**src/rtl/button_debouncer_if.sv**
```systemverilog
// rtl/button_debouncer_if.sv - button input and conditioned outputs of the debouncer
interface button_debouncer_if;
  logic button_n;
  logic reset_s2_n;
  logic button_pressed;
  logic button_state;

  modport master (
    output button_n,
    input  reset_s2_n,
    input  button_pressed,
    input  button_state
  );

  modport slave (
    input  button_n,
    output reset_s2_n,
    output button_pressed,
    output button_state
  );
endinterface

```
**src/rtl/button_debouncer.sv**
```systemverilog
// rtl/button_debouncer.sv - reset/button synchronizer, debounce FSM and one-cycle press pulse
// Optional auto-repeat pulses while held: define BUTTON_DEBOUNCER_AUTOREPEAT_EN
module button_debouncer #(
  parameter int DEBOUNCE_CYCLES      = 1_000_000,
  parameter int REPEAT_DELAY_CYCLES  = 25_000_000,
  parameter int REPEAT_PERIOD_CYCLES = 5_000_000
) (
  input  logic              clock,
  input  logic              reset_n,
  button_debouncer_if.slave btn
);

  localparam int CNT_W = $clog2(DEBOUNCE_CYCLES + 1);
  localparam logic [CNT_W-1:0] CNT_LAST = CNT_W'(DEBOUNCE_CYCLES - 1);
  localparam logic [CNT_W-1:0] CNT_ONE  = CNT_W'(1);

  typedef enum logic [1:0] {
    IDLE         = 2'd0,
    PRESS_WAIT   = 2'd1,
    PRESSED      = 2'd2,
    RELEASE_WAIT = 2'd3
  } state_t;

  state_t           state;
  logic [CNT_W-1:0] cnt;
  logic             rst_s1_n;
  logic             rst_s2_n;
  logic             btn_s1;
  logic             btn_s2;
  logic             pressed_q;
  logic             state_q;

`ifdef BUTTON_DEBOUNCER_AUTOREPEAT_EN
  localparam int REP_MAX = (REPEAT_DELAY_CYCLES > REPEAT_PERIOD_CYCLES) ?
                           REPEAT_DELAY_CYCLES : REPEAT_PERIOD_CYCLES;
  localparam int RPT_W = $clog2(REP_MAX + 1);

  logic [RPT_W-1:0] rep_cnt;
  logic             rep_first;
  logic [RPT_W-1:0] rep_target;

  // First repeat waits the long delay, later ones the shorter period.
  assign rep_target = rep_first ? RPT_W'(REPEAT_DELAY_CYCLES - 1)
                                : RPT_W'(REPEAT_PERIOD_CYCLES - 1);
`else
  localparam int unused_repeat_cfg = REPEAT_DELAY_CYCLES + REPEAT_PERIOD_CYCLES;
`endif

  // Reset asserts asynchronously, releases two edges after reset_n rises.
  always_ff @(posedge clock or negedge reset_n) begin
    if (!reset_n) begin
      rst_s1_n <= 1'b0;
      rst_s2_n <= 1'b0;
    end else begin
      rst_s1_n <= 1'b1;
      rst_s2_n <= rst_s1_n;
    end
  end

  always_ff @(posedge clock or negedge reset_n) begin
    if (!reset_n) begin
      btn_s1    <= 1'b1;
      btn_s2    <= 1'b1;
      state     <= IDLE;
      cnt       <= '0;
      pressed_q <= 1'b0;
      state_q   <= 1'b0;
`ifdef BUTTON_DEBOUNCER_AUTOREPEAT_EN
      rep_cnt   <= '0;
      rep_first <= 1'b1;
`endif
    end else if (!rst_s2_n) begin
      btn_s1    <= 1'b1;
      btn_s2    <= 1'b1;
      state     <= IDLE;
      cnt       <= '0;
      pressed_q <= 1'b0;
      state_q   <= 1'b0;
`ifdef BUTTON_DEBOUNCER_AUTOREPEAT_EN
      rep_cnt   <= '0;
      rep_first <= 1'b1;
`endif
    end else begin
      btn_s1    <= btn.button_n;
      btn_s2    <= btn_s1;
      pressed_q <= 1'b0;
      case (state)
        IDLE: begin
          if (!btn_s2) begin
            if (DEBOUNCE_CYCLES == 1) begin
              state     <= PRESSED;
              state_q   <= 1'b1;
              pressed_q <= 1'b1;
              cnt       <= '0;
`ifdef BUTTON_DEBOUNCER_AUTOREPEAT_EN
              rep_cnt   <= '0;
              rep_first <= 1'b1;
`endif
            end else begin
              state <= PRESS_WAIT;
              cnt   <= CNT_ONE;
            end
          end
        end
        PRESS_WAIT: begin
          if (btn_s2) begin
            state <= IDLE;
            cnt   <= '0;
          end else if (cnt == CNT_LAST) begin
            state     <= PRESSED;
            state_q   <= 1'b1;
            pressed_q <= 1'b1;
            cnt       <= '0;
`ifdef BUTTON_DEBOUNCER_AUTOREPEAT_EN
            rep_cnt   <= '0;
            rep_first <= 1'b1;
`endif
          end else begin
            cnt <= cnt + CNT_ONE;
          end
        end
        PRESSED: begin
          if (btn_s2) begin
            if (DEBOUNCE_CYCLES == 1) begin
              state   <= IDLE;
              state_q <= 1'b0;
              cnt     <= '0;
            end else begin
              state <= RELEASE_WAIT;
              cnt   <= CNT_ONE;
            end
`ifdef BUTTON_DEBOUNCER_AUTOREPEAT_EN
            rep_cnt <= '0;
          end else if (rep_cnt == rep_target) begin
            pressed_q <= 1'b1;
            rep_cnt   <= '0;
            rep_first <= 1'b0;
          end else begin
            rep_cnt <= rep_cnt + RPT_W'(1);
`endif
          end
        end
        RELEASE_WAIT: begin
          // A bounce back to low returns to PRESSED without a new pulse.
          if (!btn_s2) begin
            state <= PRESSED;
            cnt   <= '0;
          end else if (cnt == CNT_LAST) begin
            state   <= IDLE;
            state_q <= 1'b0;
            cnt     <= '0;
          end else begin
            cnt <= cnt + CNT_ONE;
          end
        end
        default: begin
          state <= IDLE;
          cnt   <= '0;
        end
      endcase
    end
  end

  assign btn.reset_s2_n     = rst_s2_n;
  assign btn.button_pressed = pressed_q;
  assign btn.button_state   = state_q;

endmodule

```
**src/flat_wrapper.sv**
```systemverilog
// flat-port wrapper written by rule: the top's interface ports become plain ports
module button_debouncer_flat 
#(
  parameter int DEBOUNCE_CYCLES      = 1_000_000,
  parameter int REPEAT_DELAY_CYCLES  = 25_000_000,
  parameter int REPEAT_PERIOD_CYCLES = 5_000_000
)
  (clock, reset_n, btn_button_n, btn_reset_s2_n, btn_button_pressed, btn_button_state);
  button_debouncer_if btn_i ();
  input  logic clock;
  input  logic reset_n;
  input wire logic [$bits(btn_i.button_n)-1:0] btn_button_n;
  output wire logic [$bits(btn_i.reset_s2_n)-1:0] btn_reset_s2_n;
  output wire logic [$bits(btn_i.button_pressed)-1:0] btn_button_pressed;
  output wire logic [$bits(btn_i.button_state)-1:0] btn_button_state;
  assign btn_i.button_n = btn_button_n;
  assign btn_reset_s2_n = btn_i.reset_s2_n;
  assign btn_button_pressed = btn_i.button_pressed;
  assign btn_button_state = btn_i.button_state;
  button_debouncer #(.DEBOUNCE_CYCLES(DEBOUNCE_CYCLES), .REPEAT_DELAY_CYCLES(REPEAT_DELAY_CYCLES), .REPEAT_PERIOD_CYCLES(REPEAT_PERIOD_CYCLES)) u_core (.clock(clock), .reset_n(reset_n), .btn(btn_i));
endmodule
```
**config.mk**
```make
export PLATFORM = sky130hd
export DESIGN_NAME = button_debouncer_flat
export DESIGN_NICKNAME = d
export VERILOG_FILES = /design/src/rtl/button_debouncer_if.sv /design/src/rtl/button_debouncer.sv /design/src/flat_wrapper.sv
export SDC_FILE = /design/constraint.sdc
export NUM_CORES = 1
export LEC_CHECK = 0
export CORE_MARGIN = 2
export CORE_UTILIZATION = 59
export CTS_CLUSTER_SIZE = 24
export DETAILED_ROUTE_END_ITERATION = 10
export GPL_TIMING_DRIVEN = 0
export HOLD_SLACK_MARGIN = 0.08
export MAX_ROUTING_LAYER = met4
export PLACE_DENSITY = 0.78
export REMOVE_ABC_BUFFERS = 1
export SLEW_MARGIN = 20
export SYNTH_ARGS = -nofsm -noshare
export SYNTH_HDL_FRONTEND = slang
export SYNTH_SLANG_ARGS = --single-unit
```
**constraint.sdc**
```tcl
create_clock -name clock -period 2.3 [get_ports clock]
set_clock_uncertainty 0.1 [all_clocks]
set_input_delay 0.345 -clock clock [delete_from_list [all_inputs] [get_ports clock]]
set_output_delay 0.345 -clock clock [all_outputs]
set_load 0.05 [all_outputs]
```
* After elaboration in Yosys (flattened, before gate mapping)
Cells that the tools add are included.
Storage, ports and cells: bits in latches 0, memories kept 0, memory bits (read-only) 0, logic and storage cells 53, output and inout bits 3, register bits 28, RAM bits 0
Cells by class: $mul 0, div/mod/pow operators 0, order comparisons 0, multiplexer cells 27, reductions and logical operators 4, shifts and indexed selects 0, add/sub/neg operators 1, bitwise gates (word level) 0, equality and inequality tests 13
Operator list (count):
- 2-to-1 mux 20 bit | 6
- case mux 20 bit (4 select lines) | 1
- inequality test 3 bit (second input constant) | 7
- adder 20 x 1 -> 20 bit (second input constant) | 1
- equality test 20 bit (second input constant) | 1
- 2-to-1 mux 2 bit | 7
- 2-to-1 mux 1 bit | 11
- inequality test 4 bit (second input constant) | 2
- case mux 2 bit (4 select lines) | 1
- AND reduction 5 bit | 1
- equality test 2 bit (second input constant) | 2
- AND reduction 4 bit | 1
- equality test 2 x 1 -> 1 bit (second input constant) | 1
- zero test 2 bit | 1
- case mux 1 bit (2 select lines) | 1
- AND reduction 2 bit | 1

* Logic depth before layout (Yosys ltp)
depth in word-level cells 5, mapped depth 7, gate-level depth less buffers 6

* Worst setup path before layout
No wires, ideal clock.
path type reg-to-reg, start reg u_core.cnt[0], end reg u_core.state_q (netlist: u_core.btn.button_state), data arrival time 1.641 ns, cell stages (with the launch flop) 7, slack 0.440 ns, library setup time 0.119 ns, clock period less this slack 1.860 ns, cell sequence dfrtp_1 -> ha_1 -> nand3_2 -> nor4_2 -> nand4_2 -> mux2_4 -> o21a_1
Between the ends: cells in the longest elaborated chain, start to end 3
Ends and longest elaborated chain:
- start, declared | line button_debouncer.sv:25 | logic [CNT_W-1:0] cnt;
- start signal, assigned | line button_debouncer.sv:119 | cnt <= cnt + CNT_ONE;
- start signal, assigned | line button_debouncer.sv:153 | cnt <= cnt + CNT_ONE;
- equality test 20 bit * | line button_debouncer.sv:109, button_debouncer.sv:148
- inequality test 3 bit (no source line)
- AND reduction 5 bit (no source line) *
- end signal, assigned | line button_debouncer.sv:111 | state_q <= 1'b1;
- end signal, assigned | line button_debouncer.sv:126 | state_q <= 1'b0;
- end signal, assigned | line button_debouncer.sv:150 | state_q <= 1'b0;
- end, declared | line button_debouncer.sv:31 | logic state_q;
Every way passes the cells marked *; elsewhere a longest branch is shown, timed or not. A chain may end at the register's enable or synchronous reset.

* Worst setup path after layout
start reg u_core.rst_s2_n (netlist: u_core.btn.reset_s2_n), end out btn_reset_s2_n
RTL lines:
- start, declared | line button_debouncer.sv:27 | logic rst_s2_n;
- start signal, assigned | line button_debouncer.sv:56 | rst_s2_n <= rst_s1_n;
- end, declared | line flat_wrapper.sv:13 | output wire logic [$bits(btn_i.reset_s2_n)-1:0] btn_reset_s2_n;
No word-level cell between the ends.

==> flow_summary.ini <==
[logic_synthesis]
synth_top_area_frac = 0.418
synth_edf_count = 0
async_reset_ff_frac = 1.00
yosysTopAreaCell = dfrtp_1
ys_types = 49
syn_avg_cell_area_sq_um = 9.74
synthTopCellsByArea = dfrtp_1 (42%), nand3_1 (5.8%), mux2i_1 (4.5%)
synth-seq-cells = 28
synth_area_sq_mm = 0.00156
syn_inst = 160
seq_area_frac_synth = 0.451
ys_warn_count = 0
synth-main-ff-cell = dfrtp_1

[setup_path]
cp_cell_sequence = clkdlybuf4s50_1
crit_type = flop to output port
path_delay_family = buffers and inverters
startpoint_type = flop
required_ns = 1.86
critical-path-max-stage-delay_ns = 0.87
critPathCaptureType = output port
path_buf_inv = 1
slowest_stage = clkdlybuf4s50_1
cp.arrival_ns = 1.79
r2r_slack_ns = 0.16
cp_max_fo = 12

[routing]
via_per_inst = 6.34
drt-total-wl_um = 3100
ant_nets = 0
dr.pass1.iters = 4
vias = 1229
initialDrtViolationCount = 47
detail_route.wl_per_cell_um = 16.0
remaining_drc_errors = 0

[global_route]
grt_pass1_vias = 1214
grt_pass1_wl_um = 5450
overflow = 0
antenna_found_initial = 0
grt_use_total = 0.224
grt_max_degree = 29

[die]
rows = 18
fp.dieW_um = 55.4
dieArea_sq_mm = 0.00307
core_region_area_sq_mm = 0.00250
io_pins = 6
die_h_um = 55.4
start_util = 0.623

[layout]
drive_gt1_frac = 0.134
area_growth_pct = 7.07
n_antenna_cell = 0
instances_no_fill = 194
nFillCells = 198
regArea_sq_um = 703
nets = 169
multi_input_area_sq_um = 808

[power_and_ir_drop]
p_leak_uw = 0.000663
power.density_mw_per_mm2 = 523
finalPower_uw = 872
ir_drop_uv = 531

[place]
hpwlAfterDp_um = 2140
gp_congestion = 0.827
io_buffers = 5
dpl.cell_count = 189

[clock_tree]
cts_sinks = 28
clock_latency_ns = 0.33
cts_tree = done
htreeDepth = 1
clkTransAtPathRegs_ns = 0.15
cts_setup_buffers = 0
root_buffer = clkbuf_4
numCtsBuffers = 3
cts_buffer_depth = 2

[sta]
finalSetupViolCount = 0
post-route-min-period_ns = 2.24
finalSetupTns_ns = 0
period_share = 0.973
finalHoldViolations = 0
slew_viol_final = 0
slew_headroom = 0.360
whs_ns = 0.291
rsz0062_at_grt = false
worstMarginPinSlew_ns = 0.956
fmax_mhz = 447

[run]
cap_violations = 0

[worst_hold_path]
hold_class = flop to flop

[run_status]
status = complete, no violations
sequential cells by signal, indices dropped and copies added (netlist names):
register and cells:
u_core.btn.button_pressed 1, u_core.btn.button_state 1, u_core.btn.reset_s2_n 1, u_core.btn_s1 1, u_core.btn_s2 1, u_core.cnt 20
u_core.rst_s1_n 1, u_core.state 2
where the power goes:
part           switching [uW]  internal [uW]  total [uW]
logic                    27.7           14.4        42.1
registers                6.77            498         505
clock network             148            176         324
cell type report:
type / instances / share of cell area
flip-flops and latches: 28 / 0.422
clock inverters: 1 / 0.0180
multi-input cells: 123 / 0.485
clock buffers: 3 / 0.0135
repair buffers: 6 / 0.0330
well taps: 30 / 0.0225
inverters: 3 / 0.00675
cells in the final DEF, fill, tap and decap left out, types with 2 or more instances in the layout:
cell type	n
nand3_1	18
a31oi_1	4
o21ai_0	7
a21oi_1	13
and2_1	2
inv_1	3
o211ai_1	2
clkbuf_4	3
nand2b_1	2
and3_1	4
dfrtp_1	26
nand4_1	4
and3_2	2
nand2_1	17
or3_1	3
nand3_2	2
o21a_1	2
mux2i_1	7
or4_1	2
clkdlybuf4s50_1	4
nor2_1	7
dfstp_2	2
per-layer routing:
metal / up-vias / share of wire / global-route usage
met5: - / 0 / -
met3: 2 / 0.026 / 0.0211
met2: 17 / 0.50 / 0.372
li1: 597 / - / -
met1: 613 / 0.47 / 0.298
met4: 0 / 0.0045 / 0.0523
synthesized netlist by cell type (2+ instances only):
cell,instances
a21oi_1,13
a31oi_1,4
and2_1,2
and3_1,4
and3_2,2
buf_4,3
dfrtp_1,26
dfstp_2,2
inv_1,3
mux2i_1,7
nand2_1,17
nand2b_1,2
nand3_1,18
nand3_2,2
nand4_1,4
nor2_1,7
o211ai_1,2
o21a_1,2
o21ai_0,7
or3_1,3
or4_1,2
timing repair:
item,in CTS,in global routing
resized for setup,1,0
hold buffers,1,0
endpoints found under the hold margin,26,0
setup endpoints to repair,3,0
final timing paths:
kind	startpoint	endpoint	depth (start not counted)
worst max-delay path	u_core.btn.reset_s2_n	btn_reset_s2_n	1
worst min-delay path	u_core.rst_s1_n	u_core.btn.reset_s2_n	0
worst max register to register	u_core.cnt[0]	u_core.cnt[13]	6
worst min register to register	u_core.rst_s1_n	u_core.btn.reset_s2_n	0
max in group asynchronous	reset_n	u_core.cnt[11]	2
min in group asynchronous	reset_n	u_core.cnt[3]	2
cell families after synthesis:
| kind of cell | count (synthesis) | share of synthesized area |
|---|---|---|
| buf+inv | 9 | 0.0345 |
| mux | 8 | 0.0546 |
| flops | 28 | 0.451 |
| fa+ha+maj | 1 | 0.00803 |
| xor+xnor | 1 | 0.0104 |
| simple gates | 77 | 0.303 |
| other cells | 1 | 0.00241 |
| compound gates | 35 | 0.136 |
per-stage QoR:
stage                     setup slack, ns  instance area [sq um]  utilization
final                              0.0610                   1670        0.667
after CTS                          0.0599                   1670        0.667
after global placement             0.0132                   1600        0.641
after global routing             0.000849                   1670        0.667
after floorplan                     0.221                   1520            -
after detailed placement          -0.0200                   1600        0.639
Note: power is estimated with default switching activity, not from simulation.
